<file path="config.mk">
export PLATFORM = sky130hd
export DESIGN_NAME = branch_target_predictor
export DESIGN_NICKNAME = d
export VERILOG_FILES = /design/src/rtl/branch_target_predictor.sv
export SDC_FILE = /design/constraint.sdc
export NUM_CORES = 1
export LEC_CHECK = 0
export ABC_AREA = 0
export CORE_AREA = 2 2 311 313
export CTS_CLUSTER_DIAMETER = 120
export DETAILED_ROUTE_END_ITERATION = 10
export DIE_AREA = 0 0 313 315
export DONT_BUFFER_PORTS = 1
export GPL_ROUTABILITY_DRIVEN = 0
export PLACE_DENSITY = 0.56
export SYNTH_ARGS = -nofsm -noshare
export SYNTH_HDL_FRONTEND = slang
export SYNTH_SLANG_ARGS = --single-unit
</file>
<file path="constraint.sdc">
create_clock -name clk -period 12.6 [get_ports clk]
set_clock_uncertainty 0.15 [all_clocks]
set_input_delay 3.15 -clock clk [delete_from_list [all_inputs] [get_ports clk]]
set_output_delay 3.15 -clock clk [all_outputs]
set_load 0.02 [all_outputs]
</file>
<file path="src/rtl/branch_target_predictor.sv">
// rtl/branch_target_predictor.sv - direct-mapped BTB with 2-bit direction counters
// Optional statistics counters: BTP_STATS_EN
module branch_target_predictor #(
    parameter int ENTRIES = 16
) (
    input  logic        clk,
    input  logic        rst,
    input  logic [31:0] cpc,
    input  logic        stall,
    output logic        prediction,
    output logic [31:0] control_pc,
    input  logic        upd_valid,
    input  logic [31:0] upd_pc,
    input  logic        upd_taken,
    input  logic [31:0] upd_target,
    input  logic        upd_predicted
`ifdef BTP_STATS_EN
    ,
    output logic [31:0] stat_lookups,
    output logic [31:0] stat_updates,
    output logic [31:0] stat_mispredicts
`endif
);

    localparam int IDX  = $clog2(ENTRIES);
    localparam int TAGW = 30 - IDX;

    logic             valid_q  [ENTRIES];
    logic [TAGW-1:0]  tag_q    [ENTRIES];
    logic [31:0]      target_q [ENTRIES];
    logic [1:0]       ctr_q    [ENTRIES];

    logic [IDX-1:0]   l_idx;
    logic [TAGW-1:0]  l_tag;
    logic             l_hit;

    logic [IDX-1:0]   u_idx;
    logic [TAGW-1:0]  u_tag;
    logic             u_hit;
    logic [1:0]       u_ctr;
    logic [1:0]       u_ctr_next;

    logic             unused_bits;
    assign unused_bits = ^{stall, upd_predicted, cpc[1:0], upd_pc[1:0]};

    // Lookup reads the table as it stands before this edge's update.
    always_comb begin
        l_idx      = cpc[IDX+1:2];
        l_tag      = cpc[31:2+IDX];
        l_hit      = valid_q[l_idx] && (tag_q[l_idx] == l_tag);
        prediction = l_hit && ctr_q[l_idx][1] && !rst;
        control_pc = prediction ? target_q[l_idx] : cpc + 32'd4;
    end

    always_comb begin
        u_idx = upd_pc[IDX+1:2];
        u_tag = upd_pc[31:2+IDX];
        u_hit = valid_q[u_idx] && (tag_q[u_idx] == u_tag);
        u_ctr = ctr_q[u_idx];
        u_ctr_next = u_ctr;
        if (upd_taken) begin
            if (u_ctr != 2'b11) u_ctr_next = u_ctr + 2'b01;
        end else begin
            if (u_ctr != 2'b00) u_ctr_next = u_ctr - 2'b01;
        end
    end

    always_ff @(posedge clk) begin
        if (rst) begin
            for (int i = 0; i < ENTRIES; i++) begin
                valid_q[i] <= 1'b0;
                ctr_q[i]   <= 2'b01;
            end
        end else if (upd_valid) begin
            if (u_hit) begin
                ctr_q[u_idx] <= u_ctr_next;
                if (upd_taken) target_q[u_idx] <= upd_target;
            end else if (upd_taken) begin
                // Allocation evicts whatever aliasing entry held this index.
                valid_q[u_idx]  <= 1'b1;
                tag_q[u_idx]    <= u_tag;
                target_q[u_idx] <= upd_target;
                ctr_q[u_idx]    <= 2'b10;
            end
        end
    end

`ifdef BTP_STATS_EN
    always_ff @(posedge clk) begin
        if (rst) begin
            stat_lookups     <= 32'd0;
            stat_updates     <= 32'd0;
            stat_mispredicts <= 32'd0;
        end else begin
            if (!stall)    stat_lookups <= stat_lookups + 32'd1;
            if (upd_valid) stat_updates <= stat_updates + 32'd1;
            if (upd_valid && (upd_predicted != upd_taken))
                stat_mispredicts <= stat_mispredicts + 32'd1;
        end
    end
`endif

endmodule

</file>
==> results of run 1 <==
==> sequential cells by signal (all words and copies together), names as in the netlist <==
| name | cells |
|---|---|
| target_q | 512 |
| ctr_q | 32 |
| tag_q | 416 |
| valid_q | 16 |
==> power by group through the flow <==
stage | clock network [mW] | registers, mW | logic, mW
6_report | 3.07 | 3.60 | 0.340
5_1_grt | 3.26 | 3.60 | 0.355
4_1_cts | 3.13 | 3.60 | 0.339
3_5_place_dp | 0 | 3.67 | 0.337
3_3_place_gp | 0 | 3.67 | 0.337
2_1_floorplan | 0 | 3.67 | 0.320
==> routing by layer <==
layer	part of all wire, %	vias to the layer above	track usage (%)
li1	-	9380	-
met1	42	12316	35.7
met2	47	951	37.7
met3	8.8	125	5.36
met4	1.8	0	5.33
met5	0	-	0
==> logic make-up after synthesis <==
group	Yosys count
buf+inv	175
compound gates	182
flops	976
xor+xnor	91
mux	544
fa+ha+maj	3
simple gates	268
==> synth_stat cells (28+ instances only) <==
cell type / count / area share [%]
buf_2: 50 / 0.58
xor2_1: 46 / 0.93
edfxtp_1: 960 / 66
nand2_1: 76 / 0.66
mux2i_1: 126 / 2.9
nor2_1: 50 / 0.43
mux4_2: 346 / 18
mux2_2: 62 / 1.6
o21ai_0: 28 / 0.32
xnor2_1: 45 / 0.91
nand3_1: 29 / 0.33
clkbuf_1: 57 / 0.49
==> final timing paths <==
| check | cells past startpoint | slack [ps] | startpoint | endpoint |
|---|---|---|---|---|
| worst max-delay path | 9 | 1420 | cpc[3] | control_pc[2] |
| worst min-delay path | 1 | 360 | valid_q[9] | valid_q[9] |
| worst max register to register | 9 | 7840 | tag_q[13][22] | tag_q[3][25] |
| worst min register to register | 1 | 360 | valid_q[9] | valid_q[9] |
==> cell type report <==
| cell class | count | area [sq um] | area share, % |
|---|---|---|---|
| Sequential cell | 976 | 29100 | 60.6 |
| Inverter | 23 | 86.3 | 0.179 |
| Timing Repair Buffer | 45 | 338 | 0.702 |
| Clock inverter | 69 | 774 | 1.61 |
| Tap cell | 1276 | 1600 | 3.32 |
| Multi-Input combinational cell | 1088 | 13500 | 28.1 |
| Clock buffer | 123 | 2650 | 5.51 |
==> per-stage QoR <==
stage                     hold slack (ps)  power (mW)  setup WS [ps]
after CTS                             354        7.07           2080
after global placement                328        4.01           2130
final                                 358        7.02           1420
after detailed placement              344        4.01           2090
after global routing                  364        7.22           1770
after floorplan                       298        3.99           2890
==> cells in the final DEF, fill, tap and decap left out, types with 29 or more instances in the layout <==
master,instances
buf_4,45
clkbuf_16,103
edfxtp_1,960
mux2_2,62
mux2i_1,126
mux4_2,346
nand2_1,76
nand3_1,29
nor2_1,48
xnor2_1,45
xor2_1,46
==> critical path, cell delays in order <==
cell	delay (ps)
mux4_2	590
mux2i_1	70
mux2i_1	700
xor2_1	130
nor4_1	1020
nand4_1	340
nor4_4	350
buf_4	560
mux2i_1	520
==> results by group, run 1 <==
Yosys
  – Mapped Nets: 2,342
  – Syn Inst Count: 2,239
  – Post-synthesis mux area share: 22.8%
  – Synthesized-area fraction occupied by adder cells: 0.0749%
  – Dominant synthesized flop cell: edfxtp_1
  – Asr flop ratio synth: 0%
  – Simple-gate share of the synthesized area: 3.12%
  – Ys Warns: 0
  – Compound-Gate Fraction of Synth Area: 3.07%
  – Average footprint of a synthesized cell: 19.4 sq um
  – Post-synthesis cell area: 43,400 sq um
  – Synth Area in XOR/XNOR: 1.84%
  – Synth cell types: 75
  – Sequential cell area fraction in the yosys report: 67.1%
  – Main combinational cell family by area after synthesis: multiplexers
  – Seq cells post-synth: 976
  – Number of synthesized flops with an enable pin: 960

Critical path
  – Worst setup SP type: input port
  – Critical Path RT: 9300 ps
  – Endpoint class of the critical path: primary output
  – Crit path kind: input port to primary output
  – CP Max Fanout: 244
  – WP data arrival: 7880 ps

Placement
  – Placed cell area: 44,700 sq um
  – Post-DP HPWL: 65,700 microns
  – IO Port Bufs: 0
  – Dpl cells: 3,408

Power and ir drop
  – Leak: 15.2 nW
  – Internal power: 5.59 mW
  – Net Sw Power: 1.43 mW
  – Pwr dens: 146 nW/um^2
  – Sw Ratio: 20.3%
  – VDD IR max: 0.0946 mV
  – Clock power share: 43.8%
  – Combinational Power Share: 4.8%
  – Sequential fraction of design power: 51.4%

Global routing
  – Pin count of the biggest net entering global routing: 245
  – Grt ovf: 0
  – Vias in the first global route: 23.2k
  – Initial antenna violation count: 0
  – All-Layer GR Usage: 24.4%
  – First-pass GRT wire length: 171,000 microns

Clock tree
  – CTS tree: done
  – CTS sink count: 976
  – Post-CTS sizing: 0
  – Num CTS Buffers: 103
  – Clock Path Buffers: 3
  – H-tree levels: 3
  – Post-CTS setup buffer count: 0
  – Root Buffer: clkbuf_16
  – CTS hold repair buffers: 0
  – Clock Pin Slew Worst Setup and Hold Paths: 50 ps
  – Clk_lat worst skew: 670 ps

Drt
  – Drt total wl: 120,000 microns
  – Avg Vias per Cell: 6.33
  – DRT Pass-1 Iters: 6
  – Routed len/inst: 33.4 microns
  – DRC viols: 0
  – Initial DRC count: 2,744
  – ANT nets after route: 0
  – Via count: 22.8k

Floorplan
  – Initial Util: 45.4%
  – Die ar.: 98,600 sq um
  – Number of placement rows: 114
  – Placeable Area: 95,700 sq um
  – DIE HEIGHT: 315 microns
  – Die width: 313 microns
  – IO Pins: 135

STA
  – Slew @ Worst Pin: 1170 ps
  – Final-report hold violation count: 0
  – Final setup viols: 0
  – Max Fclk: 89.5 MHz
  – Final min period: 11,180 ps
  – Worst rel slew slack: 21.6%
  – Pins Over Slew Limit: 0
  – Crit share post-route: 88.7%
  – TNS Setup: 0 ps
  – RSZ-0062 raised after global routing: false

Final layout
  – Area Growth Syn to Fin: 10.8%
  – Post-route insts no fill: 3,600
  – Diode count: 0
  – Layout Utilization: 50.3%
  – Share of layout cells above drive strength 1: 28.4%
  – Number of fillers in the final layout: 7,629
  – Nets: 2,340
  – Final non-filler cell area: 48,100 sq um

Run status
  – Outcome: finished, final reports clean

Hold path
  – Hold Path Class: register to register

Run
  – Max-cap check violation count: 0
(Power assumes the default switching activity.)
==> inputs of run 2 (changes only) <==
- clock period: 12.6 -> 12.9 ns (I/O delays scaled with it)
==> run 2 against run 1 <==
Compared with the run above:
- non-clock buffer count stayed put
- utilization is 0.34 points lower
- clock-buffer cell count is 2 higher
- register-to-register slack better by 190 ps
- routed wire length is 0.47% higher
- sequential power is 2% lower
- cell area is 0.68% lower
- critical path depth is 1 lower
- first-iteration DRC count is 4.4% higher
==> results by group, run 2 (synthesized netlist as in run 1, its figures left out) <==
Clock tree
  – CTS sink count: 976 (unchanged)
  – CTS hold repair buffers: 0 (unchanged)
  – Num CTS Buffers: 102 (-0.97%)
  – CTS tree: done
  – Post-CTS sizing: 0 (unchanged)
  – Root Buffer: clkbuf_16
  – Clock Path Buffers: 3 (unchanged)
  – Clk_lat worst skew: 680 ps (about the same)
  – Post-CTS setup buffer count: 0 (unchanged)
  – H-tree levels: 3 (unchanged)
  – Clock Pin Slew Worst Setup and Hold Paths: 60 ps (about the same)

Critical path
  – WP data arrival: 7120 ps (-760 ps)
  – Worst setup SP type: input port
  – Critical Path RT: 9520 ps (+220 ps)
  – Endpoint class of the critical path: primary output
  – Crit path kind: input port to primary output
  – R2R Path End: tag_q[12][8]
  – R2R depth: 9 (unchanged)
  – Reg2reg setup slack: 8030 ps (+190 ps)
  – Launching point of the worst reg2reg path: tag_q[11][22]
  – CP Max Fanout: 223 (-8.6%)

Drt
  – DRC viols: 0 (unchanged)
  – Routed len/inst: 33.6 microns (+0.72%)
  – DRT Pass-1 Iters: 7 (+1)
  – Via count: 22.9k (+0.46%)
  – ANT nets after route: 0 (unchanged)
  – Drt total wl: 121,000 microns (+0.47%)
  – Initial DRC count: 2,866 (+4.4%)
  – Avg Vias per Cell: 6.37 (+0.71%)

STA
  – Final min period: 10,500 ps
  – TNS Setup: 0 ps (unchanged)
  – Worst rel slew slack: 22.2% (+0.63 points)
  – Pins Over Slew Limit: 0 (unchanged)
  – Fin Hold WS: 342 ps (-15.8 ps)
  – Max Fclk: 95.3 MHz
  – Slew @ Worst Pin: 1150 ps (-13.9 ps)
  – RSZ-0062 raised after global routing: false
  – Final setup viols: 0 (unchanged)
  – Crit share post-route: 81.4%
  – Final-report hold violation count: 0 (unchanged)

Floorplan
  – IO Pins: 135 (unchanged)
  – Initial Util: 45.4% (unchanged)
  – Number of placement rows: 114 (unchanged)
  – Placeable Area: 95,700 sq um (unchanged)
  – DIE HEIGHT: 315 microns (unchanged)
  – Die ar.: 98,600 sq um (unchanged)
  – Die width: 313 microns (unchanged)

Power and ir drop
  – Pwr dens: 139 nW/um^2 (-4.9%)
  – Sequential fraction of design power: 53.1% (+1.7 points)
  – Clock power share: 41.8% (-2.0 points)
  – Sw Ratio: 20.9% (+0.55 points)
  – Leak: 15.1 nW (-0.89%)
  – VDD IR max: 0.0993 mV (+5.0%)
  – Internal power: 5.24 mW (-6.2%)
  – Combinational Power Share: 5.1% (+0.3 points)
  – Net Sw Power: 1.38 mW (-3.0%)

Final layout
  – Final non-filler cell area: 47,800 sq um (-0.68%)
  – Area Growth Syn to Fin: 10.0%
  – Reg with most FFs: target_q
  – Leading cell types in the layout, fill and taps excluded: edfxtp_1 (960), mux4_2 (346), mux2i_1 (126)
  – Nets: 2,339 (-0.043%)
  – Share of layout cells above drive strength 1: 28.3% (-0.11 points)
  – Commonest non-fill, non-tap cell in the layout: edfxtp_1
  – Number of fillers in the final layout: 7,679 (+0.66%)
  – FF/Latch Area: 29,100 sq um (unchanged)
  – Diode count: 0 (unchanged)
  – Number of flip-flops under the largest register name: 512 (unchanged)
  – Footprint of the multi-input gates: 13,500 sq um (about the same)
  – Regs by FF count: target_q (512), tag_q (416), ctr_q (32)

Hold path
  – Hold Path Class: register to register
  – Worst hold start: valid_q[10]
  – Hold Path End: valid_q[10]
  – Hold depth: 1 (unchanged)

Global routing
  – Initial antenna violation count: 0 (unchanged)
  – Pin count of the biggest net entering global routing: 245 (unchanged)
  – All-Layer GR Usage: 24.4% (+0.068 points)
  – First-pass GRT wire length: 171,000 microns (+0.37%)
  – Vias in the first global route: 23.2k (-0.034%)
  – Grt ovf: 0 (unchanged)

Run status
  – Outcome: finished, final reports clean

Placement
  – Post-DP HPWL: 65,900 microns (+0.30%)
  – Placed cell area: 44,700 sq um (about the same)
  – IO Port Bufs: 0 (unchanged)

Run
  – Max-cap check violation count: 0 (unchanged)
==> run 2: worst max-delay path, cell delays in order <==
cell and delay [ps]:
mux4_2 580, mux4_2 580, xor2_1 180, nor4_1 630, nand4_1 270, nor4_4 320
buf_4 550, mux2_2 500
==> run 2: metal layers <==
layer	up-vias	wire length (microns)	GRT usage, %	share of wire (%)
li1	9348	-	-	-
met1	12452	51800	35.6	43
met2	929	56900	38.0	47
met3	147	9630	5.27	8.0
met4	0	2370	5.68	2.0
met5	-	0	0	0
==> run 2: stage by stage <==
step,utilization (%),setup slack (ps),cells,power (mW)
3_3_place_gp,46.7,2580,3408,3.92
2_1_floorplan,-,3040,2239,3.90
6_report,49.9,2400,3591,6.63
5_1_grt,49.9,2390,3591,6.82
3_5_place_dp,46.7,2610,3408,3.92
4_1_cts,49.9,2610,3591,6.68
==> run 2: layout make-up <==
type / instances / share of cell area (%)
Timing Repair Buffer: 45 / 0.707
Clock buffer: 125 / 5.61
Tap cell: 1276 / 3.34
Multi-Input combinational cell: 1088 / 28.3
Clock inverter: 58 / 0.898
Inverter: 23 / 0.181
Sequential cell: 976 / 61.0
==> run 2: worst max path at each step <==
stage	slack, ps	endpoint	start	depth (start not counted)
CTS	2610	control_pc[2]	cpc[2]	8
global placement	2580	control_pc[2]	cpc[2]	8
floorplan	3040	control_pc[2]	cpc[3]	10
global route	2390	control_pc[2]	cpc[2]	8
detailed placement	2610	control_pc[2]	cpc[2]	8
finish	2400	control_pc[6]	cpc[2]	8
==> run 2: power by group through the flow <==
stage          sequential [mW]  clock, mW  combinational, mW
3_3_place_gp              3.59          0              0.332
6_report                  3.52       2.77              0.335
2_1_floorplan             3.58          0              0.313
3_5_place_dp              3.59          0              0.333
4_1_cts                   3.52       2.82              0.335
5_1_grt                   3.52       2.95              0.350
